===== src/rtl/onehot_encoder_8x3_seq_pkg.sv =====
// rtl/onehot_encoder_8x3_seq_pkg.sv - shared types, constants and popcount for the 8-to-3 sequential encoder
package onehot_encoder_8x3_seq_pkg;

   typedef enum logic {IDLE = 1'b0, BUSY = 1'b1} state_t;

   localparam int N_IN   = 8;
   localparam int W_CODE = 3;
   localparam int W_CNT  = 4;

   function automatic logic [3:0] popcount8(input logic [7:0] vec);
      logic [3:0] sum;
      sum = '0;
      for (int i = 0; i < 8; i++) begin
         sum = sum + {3'b000, vec[i]};
      end
      return sum;
   endfunction

endpackage


===== src/rtl/onehot_encoder_8x3_seq_lsb_pick_8.sv =====
// rtl/onehot_encoder_8x3_seq_lsb_pick_8.sv - lowest-set-bit finder: index, one-hot mask, single-bit flag
module lsb_pick_8
   import onehot_encoder_8x3_seq_pkg::*;
(
   input  logic [7:0]        vec,
   output logic [W_CODE-1:0] idx,
   output logic [7:0]        mask,
   output logic              single
);

   // Scan from the top so the last hit wins, leaving the lowest set bit.
   always_comb begin
      idx = '0;
      for (int i = 7; i >= 0; i--) begin
         if (vec[i]) begin
            idx = W_CODE'(i);
         end
      end
   end

   assign mask   = vec & (~vec + 8'd1);
   assign single = (vec != 8'd0) && ((vec & (vec - 8'd1)) == 8'd0);

endmodule


===== src/rtl/onehot_encoder_8x3_seq.sv =====
// rtl/onehot_encoder_8x3_seq.sv - sequential 8-to-3 encoder emitting one code per set request bit
module onehot_encoder_8x3_seq
   import onehot_encoder_8x3_seq_pkg::*;
#(
   parameter int N_IN  = 8,
   parameter int W_CNT = 4
)
(
   input  logic             clk,
   input  logic             rst_n,
   input  logic             in_valid,
   output logic             in_ready,
   input  logic [0:7]       R,
   output logic             out_valid,
   input  logic             out_ready,
   output logic             A,
   output logic             B,
   output logic             C,
   output logic             out_last,
   output logic [W_CNT-1:0] count,
   output logic             zero_err
);

   if (N_IN != 8) begin : g_bad_width
      $error("onehot_encoder_8x3_seq supports only N_IN == 8");
   end

   state_t            state, state_nxt;
   logic [7:0]        req, pending, pending_nxt, pick_mask;
   logic [W_CODE-1:0] pick_idx;
   logic              pick_single;
   logic [W_CNT-1:0]  count_nxt;
   logic              zero_err_nxt;
   logic              accept, fire;

   // Re-index the ascending request port so req[i] is request i.
   always_comb begin
      req = '0;
      for (int i = 0; i < 8; i++) begin
         req[i] = R[i];
      end
   end

   lsb_pick_8 u_pick (
      .vec    (pending),
      .idx    (pick_idx),
      .mask   (pick_mask),
      .single (pick_single)
   );

   assign out_valid = (state == BUSY);
   assign out_last  = out_valid & pick_single;
   assign A         = out_valid & pick_idx[2];
   assign B         = out_valid & pick_idx[1];
   assign C         = out_valid & pick_idx[0];
   assign in_ready  = rst_n & ((state == IDLE) | (out_last & out_ready));
   assign accept    = in_valid & in_ready;
   assign fire      = out_valid & out_ready;

   always_comb begin
      state_nxt    = state;
      pending_nxt  = pending;
      count_nxt    = count;
      zero_err_nxt = 1'b0;
      if (fire) begin
         pending_nxt = pending & ~pick_mask;
         if (out_last) begin
            state_nxt = IDLE;
         end
      end
      // A new vector on the last beat overrides the drain to IDLE.
      if (accept) begin
         if (req == 8'd0) begin
            zero_err_nxt = 1'b1;
         end else begin
            pending_nxt = req;
            count_nxt   = W_CNT'(popcount8(req));
            state_nxt   = BUSY;
         end
      end
   end

   always_ff @(posedge clk or negedge rst_n) begin
      if (!rst_n) begin
         state    <= IDLE;
         pending  <= '0;
         count    <= '0;
         zero_err <= 1'b0;
      end else begin
         state    <= state_nxt;
         pending  <= pending_nxt;
         count    <= count_nxt;
         zero_err <= zero_err_nxt;
      end
   end

endmodule


===== config.mk =====
export PLATFORM = sky130hd
export DESIGN_NAME = onehot_encoder_8x3_seq
export DESIGN_NICKNAME = d
export VERILOG_FILES = /design/src/rtl/onehot_encoder_8x3_seq_pkg.sv /design/src/rtl/onehot_encoder_8x3_seq_lsb_pick_8.sv /design/src/rtl/onehot_encoder_8x3_seq.sv
export SDC_FILE = /design/constraint.sdc
export NUM_CORES = 1
export LEC_CHECK = 0
export CAP_MARGIN = 20
export CORE_MARGIN = 8
export CORE_UTILIZATION = 49
export CTS_BUF_LIST = sky130_fd_sc_hd__clkbuf_16
export DETAILED_ROUTE_END_ITERATION = 10
export PLACE_DENSITY_LB_ADDON = 0.25
export SYNTH_ARGS = -nofsm -noshare
export SYNTH_HDL_FRONTEND = slang
export SYNTH_SLANG_ARGS = --single-unit

===== constraint.sdc =====
create_clock -name clk -period 2.24 [get_ports clk]
set_clock_uncertainty 0.15 [all_clocks]
set_input_delay 0.448 -clock clk [delete_from_list [all_inputs] [get_ports clk]]
set_output_delay 0.448 -clock clk [all_outputs]
set_load 0.05 [all_outputs]

* Yosys cells after proc, flatten, opt, wreduce, memory -nomap -nowiden
Index checks and enable logic that the tools add are counted.
** Cells by class
- Reduce and logical (&&, ||, !) cells :: 5
- Multiplexer cells :: 17
- Bitwise gates (word level) :: 16
- Add/sub/neg operators :: 9
** Operator list (count)
- 8-bit bitwise AND :: 3
- 3-bit 2-to-1 mux :: 8
- 8-bit 2-to-1 mux :: 3
- 4-bit by 1-bit adder with 4-bit output :: 4
- 8-bit logical NOT :: 2
- 8-bit NOT :: 2
- 8-bit by 1-bit adder with 8-bit output, second input constant :: 1
- 1-bit bitwise AND :: 8
- 8-bit nonzero test :: 1
- 8-bit by 1-bit subtractor with 8-bit output, second input constant :: 1
- 1-bit 2-to-1 mux :: 6
- 3-bit by 1-bit adder with 4-bit output :: 1
- 2-bit by 1-bit adder with 3-bit output :: 1
- 1-bit by 1-bit adder with 2-bit output :: 1
- 1-bit NOT :: 2
- 2-bit AND reduction :: 1
- 1-bit logical AND :: 1
- 1-bit OR :: 1
** Storage, ports and cells
- Register bits :: 14
- Logic and storage cells :: 51
- Output and inout port bits :: 11

* Longest topological paths before layout
- Depth in word-level cells :: 10
- Depth in mapped cells :: 9

* Cells and area by module
Synthesis repeated with hierarchy kept, for this count alone.
** Second synthesis, totals
- Cell total of the unflattened synthesis :: 111
- Area total of the unflattened synthesis :: 1087.3 um^2
** Modules (own cells, without submodules)
- onehot_encoder_8x3_seq :: area an instance 862.1 um^2, cells each 78, times used 1
- lsb_pick_8 :: area an instance 225.2 um^2, cells each 33, times used 1

* Worst setup path before layout
Ideal clock, no wire load.
- Path kind :: input to register
- Start :: in R[7] (netlist bit)
- End :: reg count[2]
- Buffers on the path :: 0
- Data required time :: 1.965 ns
- Path slack :: -0.956 ns
- Stages :: 9
- Data arrival time :: 2.921 ns
- Cell sequence :: fa_1 -> inv_1 -> fa_1 -> fa_1 -> inv_1 -> ha_1 -> fa_1 -> xor2_1 -> mux2_4
** On the way
- Cells in the longest elaborated chain, start to end :: 3
- Elaborated cells between the ends (all ways) :: 4
- Those cells by class :: 1 x add/sub; 1 x bitwise; 2 x reduce/logical
** Ends and longest elaborated chain
- from (decl) :: line onehot_encoder_8x3_seq.sv:13 : input logic [0:7] R,
- parallel branches: the longest is 3 deep, another holds 4-bit by 1-bit adder with 4-bit output
- to (signal assigned) :: line onehot_encoder_8x3_seq.sv:92 : count <= count_nxt;
- to (decl) :: line onehot_encoder_8x3_seq.sv:20 : output logic [W_CNT-1:0] count,
Parallel ways; which one is timed is not known.
A chain may end at the register's enable or synchronous reset.

* Final worst setup path
- Start :: in R[6] (netlist bit)
- End :: reg count[2]
** On the way
- Cells in the longest elaborated chain, start to end :: 3
- Elaborated cells between the ends (all ways) :: 5
- Those cells by class :: 2 x add/sub; 1 x bitwise; 2 x reduce/logical
** Ends and longest elaborated chain
- parallel branches: the longest is 3 deep, another holds 4-bit by 1-bit adder with 4-bit output
Parallel ways; which one is timed is not known.

==> out/qor.txt <==
Slew Viols, Final: 0
Fin crit share: 137%
Yosys top cell by area: dfrtp_1
Mapped Nets: 117
PwrDens: 1640 nW/um^2
Most frequent cell after synthesis: dfrtp_1
Ys Warns: 0
Width of the die: 61.9 um
Vias in the first global route: 947
Most used DFF post-synth: dfrtp_1
Layout cells sized above 1: 36.0%
Result of the run: finished, violations left
Total GRT Usage: 15.5%
WL final: 2.66 mm
Post-route ant nets: 0
Area of the core: 1980 sq um
Worst Tran Pin Value: 0.507 ns
Peak Freq: 0.325 GHz
Final WS setup: -0.835 ns
IO Pins: 23
Most used cell, CP: fa_1
Skew-Pair Late Insertion Delay: 0.24 ns
Crit end category: register
Hold violation total from the final report: 0
Pre-antenna DRT Iters: 4
CTS root buf: clkbuf_16
Failing checks: negative setup slack
Clock slew at reported path FFs: 0.04 ns
Syn_area_per_cell: 10.7 sq um
Grt ovf: 0
DR vias/cell: 5.38
Largest net degree at the start of global routing: 17
Power, Total: 2.55 mW
Final Net Count: 161
H-tree depth: 1
Gate Count Post-Synth: 97
Critical Path RT: 2.21 ns
Vias post-DR: 893
Synth Cell Area: 1030 sq um
Hold_ws: 0.355 ns
Clock buffer depth: 2
Sink Count: 14
Yosys cell types: 40
Max stage delay on crit path: 0.55 ns
Antenna cells: 0
Ys async rst share: 100%
Tmin final: 3.07 ns
Max Cap Viol: 0
Register cell area after layout: 352 sq um
P&R area growth vs syn: 50.6%
Min-Delay Path Class: register to register
Seq cells post-synth: 14
Peak VDD IR: 1.36 mV
WS Path Type: input port to register
Buf/Inv on CP: 3
Commonest cells post-synth: 14 x dfrtp_1, 12 x inv_1
Lkg Pwr: 0.726 nW
RSZ-0062 raised after global routing: yes
Kind of cell adding the most delay to the critical path: adder cells
Share of the synthesized area in the top cell type: 33.9%
R2r setup slk: -0.02 ns
Synth top area cells: dfrtp_1 34%, fa_1 7.7%, ha_1 4.8%
Die ar.: 3830 sq um
Max_slew headroom: 66.1%
Initial Util: 52.1%
Crit path max-delay cell type: fa_1
Seq/Total Area, Yosys: 33.9%
DR DRC count: 0
Setup violators final: 14
HPWL after detailed placement: 2.03 mm
Drt wl/cell: 16.0 um
CTS tree: done
Initial DRC count: 27
First-pass GRT wire length: 4.42 mm
PortBufs: 22
FILL cells: 121
Die height: 61.9 um
Critical path, cell by cell: buf_6, fa_1, inv_2, fa_1, fa_1, inv_2, ha_4, fa_2, xor2_1, mux2_4
Sum Neg Setup Slack: -5.12 ns
Initial antenna violation count: 0
Crit path launch type: input port
Worst Path Max Fanout: 2
WP data arrival: 3.05 ns
Row cnt: 16
Multi-input gate area: 628 sq um
Final GP Congestion: 0.746
TritonCTS Buffers: 3
Number of synthesized flops with an enable pin: 0
[where the power goes]
group	total, mW	internal (mW)	leakage [nW]	switching [mW]
clock network	0.331	0.233	0.0370	0.0978
logic	1.73	0.835	0.511	0.892
registers	0.489	0.354	0.178	0.136
total	2.55	1.42	0.726	1.13
[per-stage QoR]
| step | utilization, % | setup slack (ns) | instances | instance area (sq um) |
|---|---|---|---|---|
| after floorplan | - | -0.890 | 97 | 1060 |
| after global placement | 73.9 | -1.40 | 161 | 1460 |
| after detailed placement | 73.9 | -1.43 | 161 | 1460 |
| after CTS | 78.2 | -0.913 | 166 | 1550 |
| after global routing | 78.5 | -0.870 | 166 | 1560 |
| final | 78.5 | -0.835 | 166 | 1560 |
[cells in the final DEF (no fill, tap or decap), drive strengths merged]
| master | instances |
|---|---|
| nor4 | 2 |
| nor2 | 4 |
| nor4b | 2 |
| nand2b | 1 |
| a211oi | 2 |
| o21bai | 1 |
| or3 | 2 |
| or4b | 1 |
| o211a | 1 |
| nand3 | 2 |
| buf | 30 |
| a21oi | 3 |
| o31ai | 1 |
| nand4 | 1 |
| o22ai | 1 |
| ha | 4 |
| xor2 | 1 |
| a22o | 2 |
| o311a | 1 |
| o21a | 3 |
| fa | 4 |
| mux2i | 2 |
| and2 | 2 |
| nor3b | 1 |
| clkbuf | 3 |
| a2bb2oi | 1 |
| clkdlybuf4s50 | 13 |
| nand2 | 4 |
| or4 | 1 |
| nor3 | 1 |
| inv | 12 |
| a32o | 4 |
| or2 | 1 |
| dfrtp | 14 |
| mux2 | 4 |
| nand4bb | 1 |
| nor2b | 1 |
| and3 | 1 |
| o21ai | 4 |
[worst paths after layout]
| kind | startpoint | to | cells past startpoint |
|---|---|---|---|
| min in group asynchronous | rst_n | pending[6]$_DFF_PN0_ | 2 |
| max reg2reg | pending[1]$_DFF_PN0_ | pending[4]$_DFF_PN0_ | 7 |
| min reg2reg | count[1]$_DFFE_PN0P_ | count[1]$_DFFE_PN0P_ | 1 |
| max | R[6] | count[2]$_DFFE_PN0P_ | 10 |
| min | count[1]$_DFFE_PN0P_ | count[1]$_DFFE_PN0P_ | 1 |
| max in group asynchronous | rst_n | pending[3]$_DFF_PN0_ | 2 |
[cell families after synthesis]
family,synth area share [%]
compound gates,18.2
xor+xnor,0.848
fa+ha+maj,12.6
buf+inv,7.99
flops,33.9
mux,7.02
simple gates,19.5
[timing repair]
item	4_1_cts	5_1_grt
hold buffers	0	0
setup buffers	2	0
setup endpoints to repair	14	15
hold endpoints to repair	0	0
gates resized for setup	17	2
pin swaps	6	5
[layer usage]
metal,part of all wire [%],track usage (%),vias up
met3,4.3,3.50,0
met1,41,17.4,432
met2,55,28.5,24
li1,-,-,437
met4,0,3.90,0
met5,0,0,-
[flip-flops by register name, summed over array words and instances, names as in the netlist]
name       count
count          4
out_valid      1
pending        8
zero_err       1
[cell type report]
type / instances / area share [%]
Timing Repair Buffer: 43 / 27.2
Tap cell: 27 / 2.17
Clock buffer: 3 / 4.82
Sequential cell: 14 / 22.6
Inverter: 12 / 2.89
Multi-Input combinational cell: 67 / 40.4
[worst reg2reg max path, stage by stage (launching register included)]
cell and delay (ns):
dfrtp_1 0.46, nor4_4 0.36, o21ai_0 0.14, o211a_1 0.16, buf_4 0.16, o21a_2 0.27, buf_4 0.19, a32o_1 0.26
Power figures use the tool's default switching activity.
